--- src/rtl/show_sequencer.sv ---
// show_sequencer
//   Controller side of the LED light-show frame interface. Conditions the
//   start button, paces the show with a frame timer, issues one-cycle
//   frame-advance pulses to the pattern generator, counts completed loops
//   and drives three active-low 7-segment digits.
//
// Ports
//   clk       system clock
//   resetBtn  asynchronous active-low reset
//   startBtn  raw active-low push button (asynchronous to clk)
//   pauseSw   1 = hold the show
//   countIn   generator frame counter
//   repeatIn  generator remaining-repeat count
//   enable    frame-advance pulse, one cycle wide
//   running   1 while the show is running
//   done      1 once the generator has no repeats left
//   loops     completed loops since start, saturating at 15
//   hex0      repeatIn digit (dash when above 9)
//   hex1      countIn ones digit
//   hex2      countIn tens digit (blank when 0)
module show_sequencer #(
  parameter int TICKS_PER_FRAME = 5000000,
  parameter int DEBOUNCE_CYCLES = 500000,
  parameter int LAST_FRAME      = 44
) (
  input  logic       clk,
  input  logic       resetBtn,
  input  logic       startBtn,
  input  logic       pauseSw,
  input  logic [5:0] countIn,
  input  logic [3:0] repeatIn,
  output logic       enable,
  output logic       running,
  output logic       done,
  output logic [3:0] loops,
  output logic [6:0] hex0,
  output logic [6:0] hex1,
  output logic [6:0] hex2
);

  localparam logic [23:0] TIMER_LAST = 24'(TICKS_PER_FRAME - 1);
  localparam logic [19:0] DB_LAST    = 20'(DEBOUNCE_CYCLES - 1);
  localparam logic [5:0]  FRAME_LAST = 6'(LAST_FRAME);

  localparam logic [6:0] SEG_BLANK = 7'b1111111;
  localparam logic [6:0] SEG_DASH  = 7'b0111111;

  typedef enum logic [1:0] {IDLE, RUN, PAUSE, DONE} state_t;

  state_t      state;
  logic        sync_p0;
  logic        sync_p1;
  logic        stable;
  logic [19:0] db_cnt;
  logic        press;
  logic [23:0] timer;
  logic        pause_by_sw;
  logic [5:0]  count_p1;
  logic        frame_due;
  logic        loop_end;
  logic [3:0]  tens;
  logic [3:0]  ones;

  // Active-low segment pattern {g,f,e,d,c,b,a} for one decimal digit.
  function automatic logic [6:0] seg7(input logic [3:0] d);
    case (d)
      4'd0:    seg7 = 7'b1000000;
      4'd1:    seg7 = 7'b1111001;
      4'd2:    seg7 = 7'b0100100;
      4'd3:    seg7 = 7'b0110000;
      4'd4:    seg7 = 7'b0011001;
      4'd5:    seg7 = 7'b0010010;
      4'd6:    seg7 = 7'b0000010;
      4'd7:    seg7 = 7'b1111000;
      4'd8:    seg7 = 7'b0000000;
      4'd9:    seg7 = 7'b0010000;
      default: seg7 = SEG_DASH;
    endcase
  endfunction

  // Stage p0/p1: two-flop synchroniser, then the debouncer. A level change
  // is accepted only after DEBOUNCE_CYCLES consecutive disagreeing samples;
  // press fires for one cycle on an accepted release->pressed change.
  always_ff @(posedge clk or negedge resetBtn) begin
    if (!resetBtn) begin
      sync_p0 <= 1'b1;
      sync_p1 <= 1'b1;
      stable  <= 1'b1;
      db_cnt  <= '0;
      press   <= 1'b0;
    end else begin
      sync_p0 <= startBtn;
      sync_p1 <= sync_p0;
      press   <= 1'b0;
      if (sync_p1 != stable) begin
        if (db_cnt == DB_LAST) begin
          stable <= sync_p1;
          db_cnt <= '0;
          press  <= ~sync_p1;
        end else begin
          db_cnt <= db_cnt + 20'd1;
        end
      end else begin
        db_cnt <= '0;
      end
    end
  end

  assign frame_due = (timer == TIMER_LAST);
  assign loop_end  = (count_p1 == FRAME_LAST) && (countIn == 6'd0);

  // Show controller. enable/running/done are registered. Pause requests are
  // checked before the frame pulse so a pause landing on a due frame wins;
  // the resume cycle advances the timer, so a frame suppressed by the pause
  // is delivered on resume rather than lost or doubled.
  always_ff @(posedge clk or negedge resetBtn) begin
    if (!resetBtn) begin
      state       <= IDLE;
      timer       <= '0;
      loops       <= '0;
      count_p1    <= '0;
      pause_by_sw <= 1'b0;
      enable      <= 1'b0;
      running     <= 1'b0;
      done        <= 1'b0;
    end else begin
      enable   <= 1'b0;
      count_p1 <= countIn;
      // Loops count in every state; a start press below overrides with a clear.
      if (loop_end && (loops != 4'hF))
        loops <= loops + 4'd1;

      case (state)
        IDLE: begin
          if (press) begin
            state   <= RUN;
            running <= 1'b1;
            timer   <= '0;
            loops   <= '0;
          end
        end
        RUN: begin
          if (repeatIn == 4'd0) begin
            state   <= DONE;
            running <= 1'b0;
            done    <= 1'b1;
          end else if (pauseSw || press) begin
            state       <= PAUSE;
            running     <= 1'b0;
            pause_by_sw <= pauseSw;
          end else begin
            enable <= frame_due;
            timer  <= frame_due ? 24'd0 : timer + 24'd1;
          end
        end
        PAUSE: begin
          if (!pauseSw && (press || pause_by_sw)) begin
            state   <= RUN;
            running <= 1'b1;
            enable  <= frame_due;
            timer   <= frame_due ? 24'd0 : timer + 24'd1;
          end
        end
        DONE: begin
          if (press) begin
            state <= IDLE;
            done  <= 1'b0;
          end
        end
        default: begin
          state   <= IDLE;
          running <= 1'b0;
          done    <= 1'b0;
        end
      endcase
    end
  end

  // Display is purely combinational so it tracks the generator with no lag.
  assign tens = 4'(countIn / 6'd10);
  assign ones = 4'(countIn % 6'd10);

  always_comb begin
    hex0 = (repeatIn > 4'd9) ? SEG_DASH : seg7(repeatIn);
    hex1 = seg7(ones);
    hex2 = (tens == 4'd0) ? SEG_BLANK : seg7(tens);
  end

endmodule

--- config.mk ---
export PLATFORM = sky130hd
export DESIGN_NAME = show_sequencer
export DESIGN_NICKNAME = d
export VERILOG_FILES = /design/src/rtl/show_sequencer.sv
export SDC_FILE = /design/constraint.sdc
export NUM_CORES = 1
export LEC_CHECK = 0
export CAP_MARGIN = 20
export CORE_MARGIN = 2
export CORE_UTILIZATION = 53
export CTS_BUF_LIST = sky130_fd_sc_hd__clkbuf_8
export DETAILED_ROUTE_END_ITERATION = 16
export GPL_ROUTABILITY_DRIVEN = 0
export PLACE_DENSITY_LB_ADDON = 0.05
export SLEW_MARGIN = 20
export SYNTH_ARGS = -nofsm -noshare
export SYNTH_HDL_FRONTEND = slang
export SYNTH_SLANG_ARGS = --single-unit
--- constraint.sdc ---
create_clock -name clk -period 4.35 [get_ports clk]
set_input_delay 1.305 -clock clk [delete_from_list [all_inputs] [get_ports clk]]
set_output_delay 1.305 -clock clk [all_outputs]
set_load 0.1 [all_outputs]
==> results by stage <==
Worst setup path:
- Traced cell by cell, the critical path runs through buf_8 -> nand3b_1 -> a21oi_2 -> a31oi_1 -> o221a_4 -> buf_4 -> buf_6 -> xnor2_4 -> ha_2 -> mux2_4 -> and2_4 -> buf_12.
- The critical path class is input port to primary output.
- The kind of cell with the highest combined delay along the critical path is buffers and inverters.
- The worst reg2reg path depth is 6.
- The worst register-to-register path has a setup slack of approximately 1.6 ns.
- The sort of element at the start of the critical path is an input port.
- The cell type of the slowest stage on the worst timing path is sky130_fd_sc_hd__o221a_4.
- STA puts the critical path data required time at 3.04 ns.
- In this design, the stage delay of the slowest critical-path cell is approximately 0.3 ns.
- The maximum net fanout on the critical path is 4.
- The data arrival time of the critical path is 3.23 ns.
- The endpoint type of the worst setup path is a primary output.
- The endpoint identified for the worst register-to-register timing path is timer[18].
- In this run the critical register-to-register path is launched from timer[0].
- Counting both buffers and inverters, the worst setup path holds a total of 4.

Clock tree:
- The CTS tree is yes.
- The clock transition time at the flip-flop clock pins of the worst setup and hold paths is 0.06 ns.
- At the later pin of the worst-skew pair, clock insertion delay measures approximately 0.34 ns.
- The root buffer cell is sky130_fd_sc_hd__clkbuf_8.
- The number of buffers added by the clock tree synthesis step is 9.
- The worst-case clock buffer depth is 2.
- The H-tree was split into 3 levels.
- The clock sink count is 64.

Timing:
- The final total negative setup slack is -1.32 ns.
- The fmax is ~220 MHz.
- The transition at the pin with the smallest max-transition slack is slightly above 1 ns.
- The fraction of the cycle the final worst path needs is 104%.
- The number of failing setup endpoints in the final timing report is 12.
- After layout, the worst setup slack is -0.187 ns.
- The hold violation count in the final report is 0.
- The final clock skew is around 0.0068 ns.
- The smallest clock period supported by the final layout is computed as roughly 4.5 ns.
- Setup repair after global routing could not meet its margin everywhere.
- The relative slew slack is approximately 30%.
- Hold timing on the final database bottoms out at a slack of roughly 0.36 ns.
- The max-slew violation total from the final report is 0.

Synth:
- The most area-hungry cell type in the Yosys netlist is sky130_fd_sc_hd__dfrtp_1.
- The count of yosys warnings during synthesis is 0.
- The commonest register cell after synthesis is sky130_fd_sc_hd__dfrtp_1.
- Of the post-synthesis cell area, the dominant cell type holds 37.6%.
- Sequential cells were found to cover between 30% and 40% of the synthesized design area.
- Ranked by total cell area, the synthesized netlist is headed by sky130_fd_sc_hd__dfrtp_1 38%, sky130_fd_sc_hd__ha_1 7.1%, sky130_fd_sc_hd__nor2_1 5.2%.
- The synthesized flop and latch total is 64.
- Synthesis instantiated 55 different standard cells from the library.
- The average instance in the mapped netlist occupies a little under 9 sq um.
- Counting flops with a built-in enable in the synthesized netlist gives 0.
- Synthesis produced a netlist with a net count of ~500.
- Sorting the synthesized cells by how often they occur yields 61 x sky130_fd_sc_hd__dfrtp_1, 56 x sky130_fd_sc_hd__nor2_1, 42 x sky130_fd_sc_hd__nand2_1.
- Synthesis produced a netlist whose cell count is roughly 460.
- The synthesized cell area is approximately 4100 sq um.
- The cell with the most instances after synthesis is sky130_fd_sc_hd__dfrtp_1.
- The share of async-settable or async-resettable flops after synthesis is between 90% and 100%.

Placed design:
- Timing analysis after detailed placement gives a worst setup slack of -0.674 ns.
- The post-detailed-placement half-perimeter wirelength is around 6400 um.
- The cell count after placement is ~620.
- The count of buffers from port buffering is 41.

Floorplanning:
- The site row count is 31.
- The die is 91.5 um tall.
- The initial cell density of the core is between 50 and 60%.
- The horizontal die dimension is ~92 um.
- The die covers around 8400 sq um.
- The count of pins on the block boundary is 42.
- The core area is about 7300 sq um.

Pwr:
- Of the total power, the share spent switching nets is a little over two fifths.
- Power spread over the standard cell area amounts to around 410 nW/um^2.
- IR analysis of the VDD net gives a maximum drop of 253 uV.
- The static power due to leakage is between 2 and 2.5 nW.
- The internal power of the cells totals ~1.4 mW.
- The share of power burned in the clock network is a little over a fifth.
- Per report_power, the sequential group accounts for 30.1% of the total.
- Per report_power, the combinational group accounts for 48.5% of the total.
- For this design the total switching power over the nets is between 0.9 and 1 mW.

Layout:
- After the last flow step, the layout net total stands at about 580.
- The total inserted antenna cells is 0.
- Compared with the post-synthesis result, the final layout area differs by 38.5%.
- The fraction of final layout cells sized beyond drive strength 1 is 26.9%.
- The final non-filler cell total is ~650.

Hold path:
- The type of the most critical hold path is flop to flop.
- The hold path endpoint is sync_p1.
- The number of cells traversed by the worst hold path is 0.
- The worst hold path begins at sync_p0.

Drt:
- In the final routed layout, each cell accounts on average for about 15 um.
- The iteration-0 DRC count of the detailed router is 217.
- The number of iterations in the first detailed-routing pass is 5.
- The sum of routed wire length over all layers is ~9400 um.
- The number of nets still failing antenna checks after routing is 0.
- The average vias per placed instance is around 5.6.
- The total number of vias is about 3600.
- For this run, design rule violations remaining after detail routing come to 0.

Status:
- The flow ran to the end, but the final reports show violations.
- The final reports fail on setup timing.

GRT:
- The number of antenna violations at the first check in global routing is 0.
- The global route total overflow is 0.
- Entering global routing, the biggest net connects 40 pins.
- The number of global-route vias before repair is ~3600.
- The wire length of the first global-routing pass is roughly 16000 um.
- Across every metal layer, demand over resource in global routing totals about a quarter.

Run:
- The max-capacitance violation count is 0.
-- sequential cells by signal, summed over array words and instances (netlist names) --
name         cells
count_p1         6
db_cnt          20
done             1
enable           1
loops            4
pause_by_sw      1
press            1
running          1
stable           1
state            2
sync_p0          1
sync_p1          1
timer           24
-- cells in the final DEF, fill, tap and decap left out, drive strengths merged, types with 4 or more instances in the layout --
cell           instances
nand3                 26
nor4                   8
o21ai                 22
dfrtp                 61
nor3                   9
nand4                 12
xnor2                 13
inv                   22
nor2                  56
o22ai                  4
nor4b                  5
clkbuf                11
nand2b                 6
and3                  10
xor2                  11
buf                   72
o31ai                  6
and2                   5
a31oi                  6
clkdlybuf4s50         14
nand2                 42
ha                    23
mux2                   5
a22o                  14
nor2b                  5
a21o                  11
a21oi                 23
-- metrics by stage --
stage	area [sq um]	utilization, %	power [mW]
3_5_place_dp	5090	69.4	1.77
6_report	5630	76.7	2.33
4_1_cts	5490	74.9	2.32
2_1_floorplan	4200	-	1.46
3_3_place_gp	5090	69.4	1.75
5_1_grt	5630	76.7	2.48
-- routing by layer --
layer / wire [um] / up-vias / GRT usage (%) / part of all wire, %
li1: - / 1817 / - / -
met1: 4090 / 1739 / 30.5 / 44
met2: 4810 / 66 / 40.7 / 51
met3: 407 / 6 / 7.14 / 4.3
met4: 70 / 0 / 4.42 / 0.75
met5: 0 / - / 0 / 0
-- power groups by stage --
stage	Clock [mW]	Combinational, mW	Sequential [mW]
final	0.499	1.13	0.702
after global placement	0	1.04	0.707
after floorplan	0	0.727	0.736
after CTS	0.513	1.10	0.700
after global routing	0.543	1.22	0.709
after detailed placement	0	1.06	0.711
-- cell type report --
type / count / area, sq um
flip-flops and latches: 64 / 1610
inverters: 20 / 82.6
multi-input cells: 358 / 2640
repair buffers: 88 / 980
well taps: 99 / 124
clock inverters: 5 / 47.5
fillers: 476 / 1710
clock buffers: 11 / 151
-- worst reg2reg max path, stage by stage (launching register included) --
cell	delay, ns
sky130_fd_sc_hd__dfrtp_1	0.42
sky130_fd_sc_hd__ha_1	0.25
sky130_fd_sc_hd__inv_1	0.11
sky130_fd_sc_hd__or2_1	0.32
sky130_fd_sc_hd__o31a_1	0.78
sky130_fd_sc_hd__nand2_1	0.39
sky130_fd_sc_hd__o311ai_0	0.40
-- how the worst max path moves through the flow --
stage                     startpoint      end  slack, ns  depth (start not counted)
after detailed placement  countIn[3]  hex1[4]      -0.67                         12
after CTS                 countIn[3]  hex1[6]      -0.27                         13
after floorplan           countIn[4]  hex1[6]      -0.39                         12
after global routing      countIn[3]  hex1[6]      -0.30                         13
final                     countIn[3]  hex1[0]      -0.19                         12
after global placement    countIn[3]  hex1[6]      -0.59                         14
-- logic make-up (layout without fill, tap and decap cells) --
family | after synthesis | count (layout) | synth area share (%)
compound gates | 103 | 103 | 17.0
xor+xnor | 24 | 24 | 5.18
fa+ha+maj | 23 | 23 | 7.09
simple gates | 201 | 201 | 25.3
flops | 64 | 64 | 39.5
buf+inv | 39 | 124 | 4.07
mux | 7 | 7 | 1.88
-- timing repair --
action,4_1_cts,5_1_grt
hold buffers,0,0
pin swaps,15,9
buffers inserted,9,4
resized for setup,40,23
setup endpoints to repair,14,16
(Power assumes the default switching activity.)
